### src/rtl/caf_pkg.sv
// Shared types and default widths for the CAF peak-detection datapath.
package caf_pkg;

    typedef enum logic [1:0] {ACCUM, DRAIN, HOLD} caf_state_e;

    localparam int CAF_SAMPLE_W = 24;
    localparam int CAF_MAG_W    = 48;

    function automatic int caf_max(input int a, input int b);
        return (a > b) ? a : b;
    endfunction

endpackage

### src/rtl/cpx_mag_sq.sv
// Three-stage |z|^2 = i^2 + q^2 pipeline carrying a valid bit and an opaque tag.
module cpx_mag_sq
    import caf_pkg::*;
#(
    parameter int i_bits   = CAF_SAMPLE_W,
    parameter int q_bits   = CAF_SAMPLE_W,
    parameter int mag_bits = CAF_MAG_W,
    parameter int tag_bits = 4
) (
    input  logic                       clk,
    input  logic                       rst_n,
    input  logic                       vld,
    input  logic signed [i_bits-1:0]   i,
    input  logic signed [q_bits-1:0]   q,
    input  logic        [tag_bits-1:0] tag,
    output logic                       vld_out,
    output logic        [mag_bits-1:0] mag,
    output logic        [tag_bits-1:0] tag_out
);

    localparam int SW = caf_max(i_bits, q_bits);
    localparam int PW = 2 * SW;

    logic                       vld_p0, vld_p1, vld_p2;
    logic        [tag_bits-1:0] tag_p0, tag_p1, tag_p2;
    logic signed [SW-1:0]       i_p0, q_p0;
    logic signed [PW-1:0]       i_sq_p1, q_sq_p1;
    logic        [mag_bits-1:0] mag_p2;

    // Both squares are non-negative, so their sum fits PW bits unsigned.
    function automatic logic [mag_bits-1:0] mag_sum(input logic signed [PW-1:0] a,
                                                    input logic signed [PW-1:0] b);
        logic [PW-1:0] s;
        s = $unsigned(a) + $unsigned(b);
        return mag_bits'(s);
    endfunction

    always_ff @(posedge clk or negedge rst_n) begin
        if (!rst_n) begin
            vld_p0  <= 1'b0;
            vld_p1  <= 1'b0;
            vld_p2  <= 1'b0;
            tag_p0  <= '0;
            tag_p1  <= '0;
            tag_p2  <= '0;
            i_p0    <= '0;
            q_p0    <= '0;
            i_sq_p1 <= '0;
            q_sq_p1 <= '0;
            mag_p2  <= '0;
        end else begin
            // p0: operands sign-extended to a common width
            vld_p0  <= vld;
            tag_p0  <= tag;
            i_p0    <= SW'(i);
            q_p0    <= SW'(q);
            // p1: full-precision signed squares
            vld_p1  <= vld_p0;
            tag_p1  <= tag_p0;
            i_sq_p1 <= PW'(i_p0) * PW'(i_p0);
            q_sq_p1 <= PW'(q_p0) * PW'(q_p0);
            // p2: zero-extended sum
            vld_p2  <= vld_p1;
            tag_p2  <= tag_p1;
            mag_p2  <= mag_sum(i_sq_p1, q_sq_p1);
        end
    end

    assign vld_out = vld_p2;
    assign mag     = mag_p2;
    assign tag_out = tag_p2;

endmodule

### src/rtl/caf_peak_detect.sv
// Per-bin frame peak detector: tags accepted results, tracks the largest |z|^2
// over num_results inputs and presents it on a valid/ready output.
module caf_peak_detect
    import caf_pkg::*;
#(
    parameter int i_bits      = CAF_SAMPLE_W,
    parameter int q_bits      = CAF_SAMPLE_W,
    parameter int mag_bits    = CAF_MAG_W,
    parameter int num_results = 16,
    parameter int index_bits  = 4
) (
    input  logic                         clk,
    input  logic                         rst_n,
    input  logic                         s_axis_product_tvalid,
    input  logic signed [i_bits-1:0]     i,
    input  logic signed [q_bits-1:0]     q,
    output logic                         m_axis_product_tready,
    input  logic                         m_axis_peak_tready,
    output logic                         s_axis_peak_tvalid,
    output logic        [mag_bits-1:0]   peak_mag,
    output logic        [index_bits-1:0] peak_index,
    output logic                         overflow
);

    localparam logic [index_bits-1:0] LAST_IDX = index_bits'(num_results - 1);

    caf_state_e              state;
    logic                    accept;
    logic [index_bits-1:0]   in_count;
    logic                    cmp_vld;
    logic [mag_bits-1:0]     cmp_mag;
    logic [index_bits-1:0]   cmp_tag;
    logic [mag_bits-1:0]     max_mag;
    logic [index_bits-1:0]   max_idx;
    logic                    last_done;

    assign accept = s_axis_product_tvalid && m_axis_product_tready;

    cpx_mag_sq #(
        .i_bits   (i_bits),
        .q_bits   (q_bits),
        .mag_bits (mag_bits),
        .tag_bits (index_bits)
    ) u_mag_sq (
        .clk     (clk),
        .rst_n   (rst_n),
        .vld     (accept),
        .i       (i),
        .q       (q),
        .tag     (in_count),
        .vld_out (cmp_vld),
        .mag     (cmp_mag),
        .tag_out (cmp_tag)
    );

    always_ff @(posedge clk or negedge rst_n) begin
        if (!rst_n) begin
            in_count <= '0;
            overflow <= 1'b0;
        end else begin
            overflow <= s_axis_product_tvalid && !m_axis_product_tready;
            if (accept)
                in_count <= (in_count == LAST_IDX) ? '0 : in_count + 1'b1;
        end
    end

    // Tag 0 seeds the frame; later tags need a strictly larger magnitude, so ties keep the first.
    always_ff @(posedge clk or negedge rst_n) begin
        if (!rst_n) begin
            max_mag   <= '0;
            max_idx   <= '0;
            last_done <= 1'b0;
        end else begin
            last_done <= cmp_vld && (cmp_tag == LAST_IDX);
            if (cmp_vld && ((cmp_tag == '0) || (cmp_mag > max_mag))) begin
                max_mag <= cmp_mag;
                max_idx <= cmp_tag;
            end
        end
    end

    always_ff @(posedge clk or negedge rst_n) begin
        if (!rst_n) begin
            state                 <= ACCUM;
            m_axis_product_tready <= 1'b1;
            s_axis_peak_tvalid    <= 1'b0;
            peak_mag              <= '0;
            peak_index            <= '0;
        end else begin
            case (state)
                ACCUM: begin
                    if (accept && (in_count == LAST_IDX)) begin
                        m_axis_product_tready <= 1'b0;
                        state                 <= DRAIN;
                    end
                end
                DRAIN: begin
                    if (last_done) begin
                        peak_mag           <= max_mag;
                        peak_index         <= max_idx;
                        s_axis_peak_tvalid <= 1'b1;
                        state              <= HOLD;
                    end
                end
                HOLD: begin
                    if (s_axis_peak_tvalid && m_axis_peak_tready) begin
                        s_axis_peak_tvalid    <= 1'b0;
                        m_axis_product_tready <= 1'b1;
                        state                 <= ACCUM;
                    end
                end
                default: state <= ACCUM;
            endcase
        end
    end

endmodule

### config.mk
export PLATFORM = sky130hd
export DESIGN_NAME = caf_peak_detect
export DESIGN_NICKNAME = d
export VERILOG_FILES = /design/src/rtl/caf_pkg.sv /design/src/rtl/cpx_mag_sq.sv /design/src/rtl/caf_peak_detect.sv
export SDC_FILE = /design/constraint.sdc
export NUM_CORES = 2
export LEC_CHECK = 0
export CAP_MARGIN = 20
export CELL_PAD_IN_SITES_DETAIL_PLACEMENT = 2
export CELL_PAD_IN_SITES_GLOBAL_PLACEMENT = 2
export CORE_MARGIN = 1
export CORE_UTILIZATION = 31
export CTS_CLUSTER_DIAMETER = 50
export CTS_CLUSTER_SIZE = 30
export DETAILED_ROUTE_END_ITERATION = 10
export PLACE_DENSITY_LB_ADDON = 0.1
export SYNTH_ARGS = -nofsm -noshare
export SYNTH_HDL_FRONTEND = slang
export SYNTH_HIERARCHICAL = 1
export SYNTH_SLANG_ARGS = --single-unit
### constraint.sdc
create_clock -name clk -period 9.1 [get_ports clk]
set_input_delay 2.73 -clock clk [delete_from_list [all_inputs] [get_ports clk]]
set_output_delay 2.73 -clock clk [all_outputs]
set_load 0.05 [all_outputs]
# Word-level counts from Yosys, hierarchy flattened
# Cells that the tools add are included.
[classes]
addsub = 2
multipliers = 2
n_lt_le_gt_ge = 1
n_eq_ne = 7
muxes = 11
reduce_logical = 16
[op_table]
columns = ["op", "count"]
rows = [
  ["$mul 24x24->48", 2],
  ["$add 48x48->48", 1],
  ["$gt 48x48->1", 1],
  ["$reduce_and 3->1", 3],
  ["$eq 4x4->1 const B", 2],
  ["$logic_and 1x1->1", 6],
  ["$mux 2", 3],
  ["$ne 2x2->1 const B", 3],
  ["$pmux 2 s3", 1],
  ["$add 4x1->4 const B", 1],
  ["$logic_not 4->1", 1],
  ["$mux 1", 4],
  ["$mux 4", 1],
  ["$pmux 1 s2", 2],
  ["$reduce_bool 2->1", 2],
  ["$eq 2x1->1 const B", 1],
  ["$eq 2x2->1 const B", 1],
  ["$logic_not 2->1", 1],
  ["$reduce_and 2->1", 1],
  ["$logic_not 1->1", 1],
  ["$logic_or 1x1->1", 1],
]
[word_totals]
ff_bits = 321
inputBits = 52
output_inout_bits = 55

# Longest topological paths before layout
[logic_depth]
ltp_word = 4
ltp_mapped = 28
ltp_nobuf = 26

# Modules after synthesis
# The synthesis kept the hierarchy.
[modules_own_cells]
columns = ["module", "instances", "cells_per_inst", "area_each_um2"]
rows = [
  ["cpx_mag_sq", 1, 4440, 44759.2],
  ["caf_peak_detect", 1, 551, 5780.5],
]

# Least setup slack after synthesis
# No wires, ideal clock.
[synth_path]
kind = "flip-flop to flip-flop"
startpoint = "register u_mag_sq.i_p0[23]"
endpoint = "register u_mag_sq.i_sq_p1[47]"
setup_ps = 80
arrival_time_ps = 7096
required_ps = 9020
setup_slack_ps = 1924
stages_incl_launch_ff = 23
path_buffers = 2
cell_sequence = "dfrtp_1 -> clkbuf_1 -> clkbuf_1 -> nand2_1 -> inv_1 -> fa_1 -> fa_1 -> inv_1 -> fa_1 -> inv_1 -> fa_1 -> fa_1 -> fa_1 -> fa_1 -> ha_1 -> and3_1 -> a21o_1 -> a221oi_1 -> o21ai_0 -> a221oi_2 -> o2111ai_1 -> a21oi_1 -> xnor2_1"
[synth_via]
elab_chain_len = 1
[synth_rtl]
columns = ["element", "line", "rtl"]
rows = [
  ["start: declaration", "cpx_mag_sq.sv:26", "logic signed [SW-1:0] i_p0, q_p0;"],
  ["start signal: assignment", "cpx_mag_sq.sv:55", "i_p0 <= SW'(i);"],
  ["$mul 24x24->48", "cpx_mag_sq.sv:60", "i_sq_p1 <= PW'(i_p0) * PW'(i_p0);"],
  ["end signal: assignment", "cpx_mag_sq.sv:60", ""],
  ["end: declaration", "cpx_mag_sq.sv:27", "logic signed [PW-1:0] i_sq_p1, q_sq_p1;"],
]
# Every way passes these cells.
# A chain may end at the register's enable or synchronous reset.

# Final worst setup path
[layout_path]
startpoint = "register u_mag_sq.q_p0[0]"
endpoint = "register u_mag_sq.q_sq_p1[45]"
[layout_via]
elab_chain_len = 1
[layout_rtl]
columns = ["element", "line", "rtl"]
rows = [
  ["start: declaration", "cpx_mag_sq.sv:26", ""],
  ["start signal: assignment", "cpx_mag_sq.sv:56", "q_p0 <= SW'(q);"],
  ["$mul 24x24->48", "cpx_mag_sq.sv:61", "q_sq_p1 <= PW'(q_p0) * PW'(q_p0);"],
  ["end signal: assignment", "cpx_mag_sq.sv:61", ""],
  ["end: declaration", "cpx_mag_sq.sv:27", ""],
]
# Every way passes these cells.

==> results.py <==
metrics = {
    "outcome": {
        "status": "completed",
    },
    "yosys": {
        "synth-seq-cells": 319,
        "synth_most_common_cell": "inv_1",
        "synth_compound_area_frac": 0.0665,
        "synthAdderAreaFrac": 0.535,
        "synth-edff-count": 0,
        "netlist_instances": 4991,
        "synth_fp_nets": 6537,
        "synthTopCellsByCount": "1369 x inv_1, 1111 x fa_1, 455 x nand2_1",
        "synth_top_family_by_area": "adder cells",
        "synth_top_area_share": 0.440,
        "yosys.area_share.simple": 0.0962,
        "synthTopCellsByArea": "fa_1 44%, dfrtp_1 16%, inv_1 10%, ha_1 9.5%, nand2_1 3.4%",
        "ys_seq_area_frac": 0.158,
        "yosysWarnings": 6,
        "synth_area_sq_um": 50500,
        "synth_mux_area_frac": 0.00260,
        "synthArstFlopShare": 1.00,
        "yosys_most_used_dff": "dfrtp_1",
        "synth.distinct_cells": 76,
        "yosysTopAreaCell": "fa_1",
        "synth-xor-area-share": 0.0281,
        "avgSynthCellArea_sq_um": 10.1,
    },
    "detailed_routing": {
        "wl_met1_um": 64700,
        "drt.antenna.violating_nets": 0,
        "route.detailed.drc": 0,
        "first_iter_violations": 972,
        "vias": 33600,
        "wire_per_inst_um": 20.6,
        "routed_wirelength_um": 150000,
        "vias_per_cell": 4.60,
        "route.met3.wl_um": 3730,
        "highest_layer": "met5",
        "first_pass_iters": 5,
        "met2_length_um": 78800,
    },
    "finish": {
        "num-nets-final": 6634,
        "num-fill-cells": 17500,
        "drive_above_1_share": 0.0405,
        "multi_input_area_sq_um": 36800,
        "final_core_util": 0.351,
        "ff_latch_area_sq_um": 7980,
        "syn_to_final_growth_pct": 11.8,
    },
    "floorplanning": {
        "die_w_um": 406,
        "dieHeight_um": 406,
        "dieArea_sq_um": 165000,
        "initial_core_util": 0.314,
        "rows": 147,
        "pin_count": 107,
        "core_area_sq_um": 161000,
    },
    "setup_path": {
        "crit_fanout": 11,
        "r2r_slack_ns": 0.84,
        "rr_worst_depth": 25,
        "end_kind": "register",
        "r2r_end": "u_mag_sq/q_sq_p1[45]$_DFF_PN0_",
        "critPathLaunchType": "register",
        "r2r-start": "u_mag_sq/q_p0[0]$_DFF_PN0_",
        "arrival_ns": 8.83,
        "crit_required_ns": 9.66,
        "crit_type": "reg -> reg",
    },
    "timing": {
        "relSlewSlack": 0.314,
        "holdWs_ns": 0.350,
        "rsz0062_at_grt": "false",
        "fmax_ghz": 0.121,
        "fin_skew_ns": 0.0596,
        "fin_crit_sh": 0.908,
        "setup_violations": 0,
        "hold_violations": 0,
        "fin_tns_setup_ns": 0,
        "min_period_ns": 8.26,
        "final_max_slew_viol_count": 0,
        "worst_pin_slew_ns": 1.03,
    },
    "global_routing": {
        "grt_usage": 0.192,
        "grt_first_pass_wirelength_um": 240000,
        "overflow": 0,
        "antenna_found_initial": 14,
        "grt_max_degree": 139,
        "grt_pass1_vias": 40900,
    },
    "hold_path": {
        "hp-class": "reg -> reg",
        "min_to": "u_mag_sq/tag_p1[1]$_DFF_PN0_",
        "hold_depth": 0,
        "holdCritStartpoint": "u_mag_sq/tag_p0[1]$_DFF_PN0_",
    },
    "clock_tree": {
        "cts_max_level": 2,
        "postCtsSetupBuffers": 0,
        "cts_tree": "built",
        "ctsResizeCount": 0,
        "cts.sinks": 319,
        "hold_buffers": 0,
        "cts_root_buf": "clkbuf_16",
        "clk_path_buf_depth": 3,
        "clk_latency_ns": 0.69,
        "cts_buffers": 61,
        "path_clk_slew_ns": 0.07,
    },
    "placed_design": {
        "gp_congestion": 0.796,
        "dpl.hpwl_um": 129000,
        "numPortBuffers": 106,
    },
    "flow_run": {
        "drv_cap": 0,
    },
}
worst max path at each step:
stage                                startpoint                              to  slack, ns  cells past startpoint
global placement    u_mag_sq/i_p0[23]$_DFF_PN0_  u_mag_sq/i_sq_p1[46]$_DFF_PN0_       0.74                     23
CTS                 u_mag_sq/i_p0[23]$_DFF_PN0_  u_mag_sq/i_sq_p1[46]$_DFF_PN0_       0.79                     23
global route         u_mag_sq/q_p0[1]$_DFF_PN0_  u_mag_sq/q_sq_p1[45]$_DFF_PN0_       0.40                     25
floorplan           u_mag_sq/i_p0[23]$_DFF_PN0_  u_mag_sq/i_sq_p1[47]$_DFF_PN0_       1.92                     22
detailed placement   u_mag_sq/q_p0[0]$_DFF_PN0_  u_mag_sq/q_sq_p1[45]$_DFF_PN0_       0.81                     25
finish               u_mag_sq/q_p0[0]$_DFF_PN0_  u_mag_sq/q_sq_p1[45]$_DFF_PN0_       0.84                     25
registers in the layout, indices dropped and copies added, names as in the netlist:
name                   flops
u_mag_sq/vld_out           1
u_mag_sq/q_sq_p1          47
last_done                  1
u_mag_sq/vld_p1            1
max_mag                   48
u_mag_sq/tag_p1            4
s_axis_peak_tvalid         1
max_idx                    4
peak_index                 4
overflow                   1
state                      2
u_mag_sq/tag_p0            4
u_mag_sq/mag              48
m_axis_product_tready      1
u_mag_sq/i_sq_p1          47
in_count                   4
u_mag_sq/vld_p0            1
peak_mag                  48
u_mag_sq/q_p0             24
u_mag_sq/tag_out           4
u_mag_sq/i_p0             24
layer usage:
metal	up-vias	global-route usage
li1	15100	-
met1	18000	0.242
met2	300	0.352
met3	155	0.0211
met4	2	0.0399
met5	-	0
worst max-delay path: stages (launching register included):
cell and delay (ns):
dfrtp_1 0.83, buf_4 0.29, nand2_1 0.13, fa_1 0.55, fa_1 0.55, inv_1 0.05, fa_1 0.52, inv_1 0.05
fa_1 0.50, inv_1 0.05, fa_1 0.48, fa_1 0.49, inv_1 0.06, fa_1 0.48, inv_1 0.04, ha_1 0.34
nand2_1 0.11, a211oi_1 0.21, o2111ai_1 0.28, a22oi_1 0.43, nor4b_1 0.61, o211ai_1 0.27, a21oi_1 0.32, a221o_1 0.27
nand4_1 0.11, o311ai_0 0.11
kinds of logic (layout without fill, tap and decap cells):
group / Yosys count / count (layout)
xor+xnor: 162 / 162
simple gates: 997 / 997
buf+inv: 1512 / 1661
flops: 319 / 319
other cells: 0 / 4
compound gates: 495 / 495
fa+ha+maj: 1494 / 1494
mux: 12 / 12
area by class of cell:
class	instances	share of cell area
diodes	4	0.000177
clock buffers	66	0.0281
clock inverters	49	0.0113
inverters	1369	0.0909
multi-input cells	3160	0.652
flip-flops and latches	319	0.141
well taps	2160	0.0478
repair buffers	177	0.0287
per-stage QoR:
step / std cells / area, sq um / setup slack [ns]
3_3_place_gp: 7185 / 54300 / 0.736
2_1_floorplan: 4991 / 50500 / 1.92
5_1_grt: 7300 / 56500 / 0.399
6_report: 7304 / 56500 / 0.836
4_1_cts: 7300 / 56500 / 0.795
3_5_place_dp: 7185 / 54300 / 0.808
layout by cell type, fill, tap and decap left out, types with 6 or more instances in the layout:
cell type	n
dfrtp_1	318
nor3_1	13
a221o_1	52
and3_1	71
clkinvlp_4	6
and2_1	213
inv_1	1369
o21bai_1	14
ha_1	383
a21o_1	87
a211oi_1	17
o21ai_1	50
nor2_1	93
o211ai_1	7
a221oi_1	6
o21a_1	20
clkdlybuf4s50_1	105
buf_4	69
a21oi_1	116
inv_12	7
nand2_1	454
nor2b_1	50
nand2b_1	18
nand3_1	34
a31oi_1	14
xor2_1	47
clkbuf_16	62
nand4_1	23
o21ai_0	59
clkinv_8	13
fa_1	1111
xnor2_1	115
inv_6	8
Power is left out: the tool's default activity adds up to more than one toggle a clock period on the data nets, which glitch-free logic cannot reach.
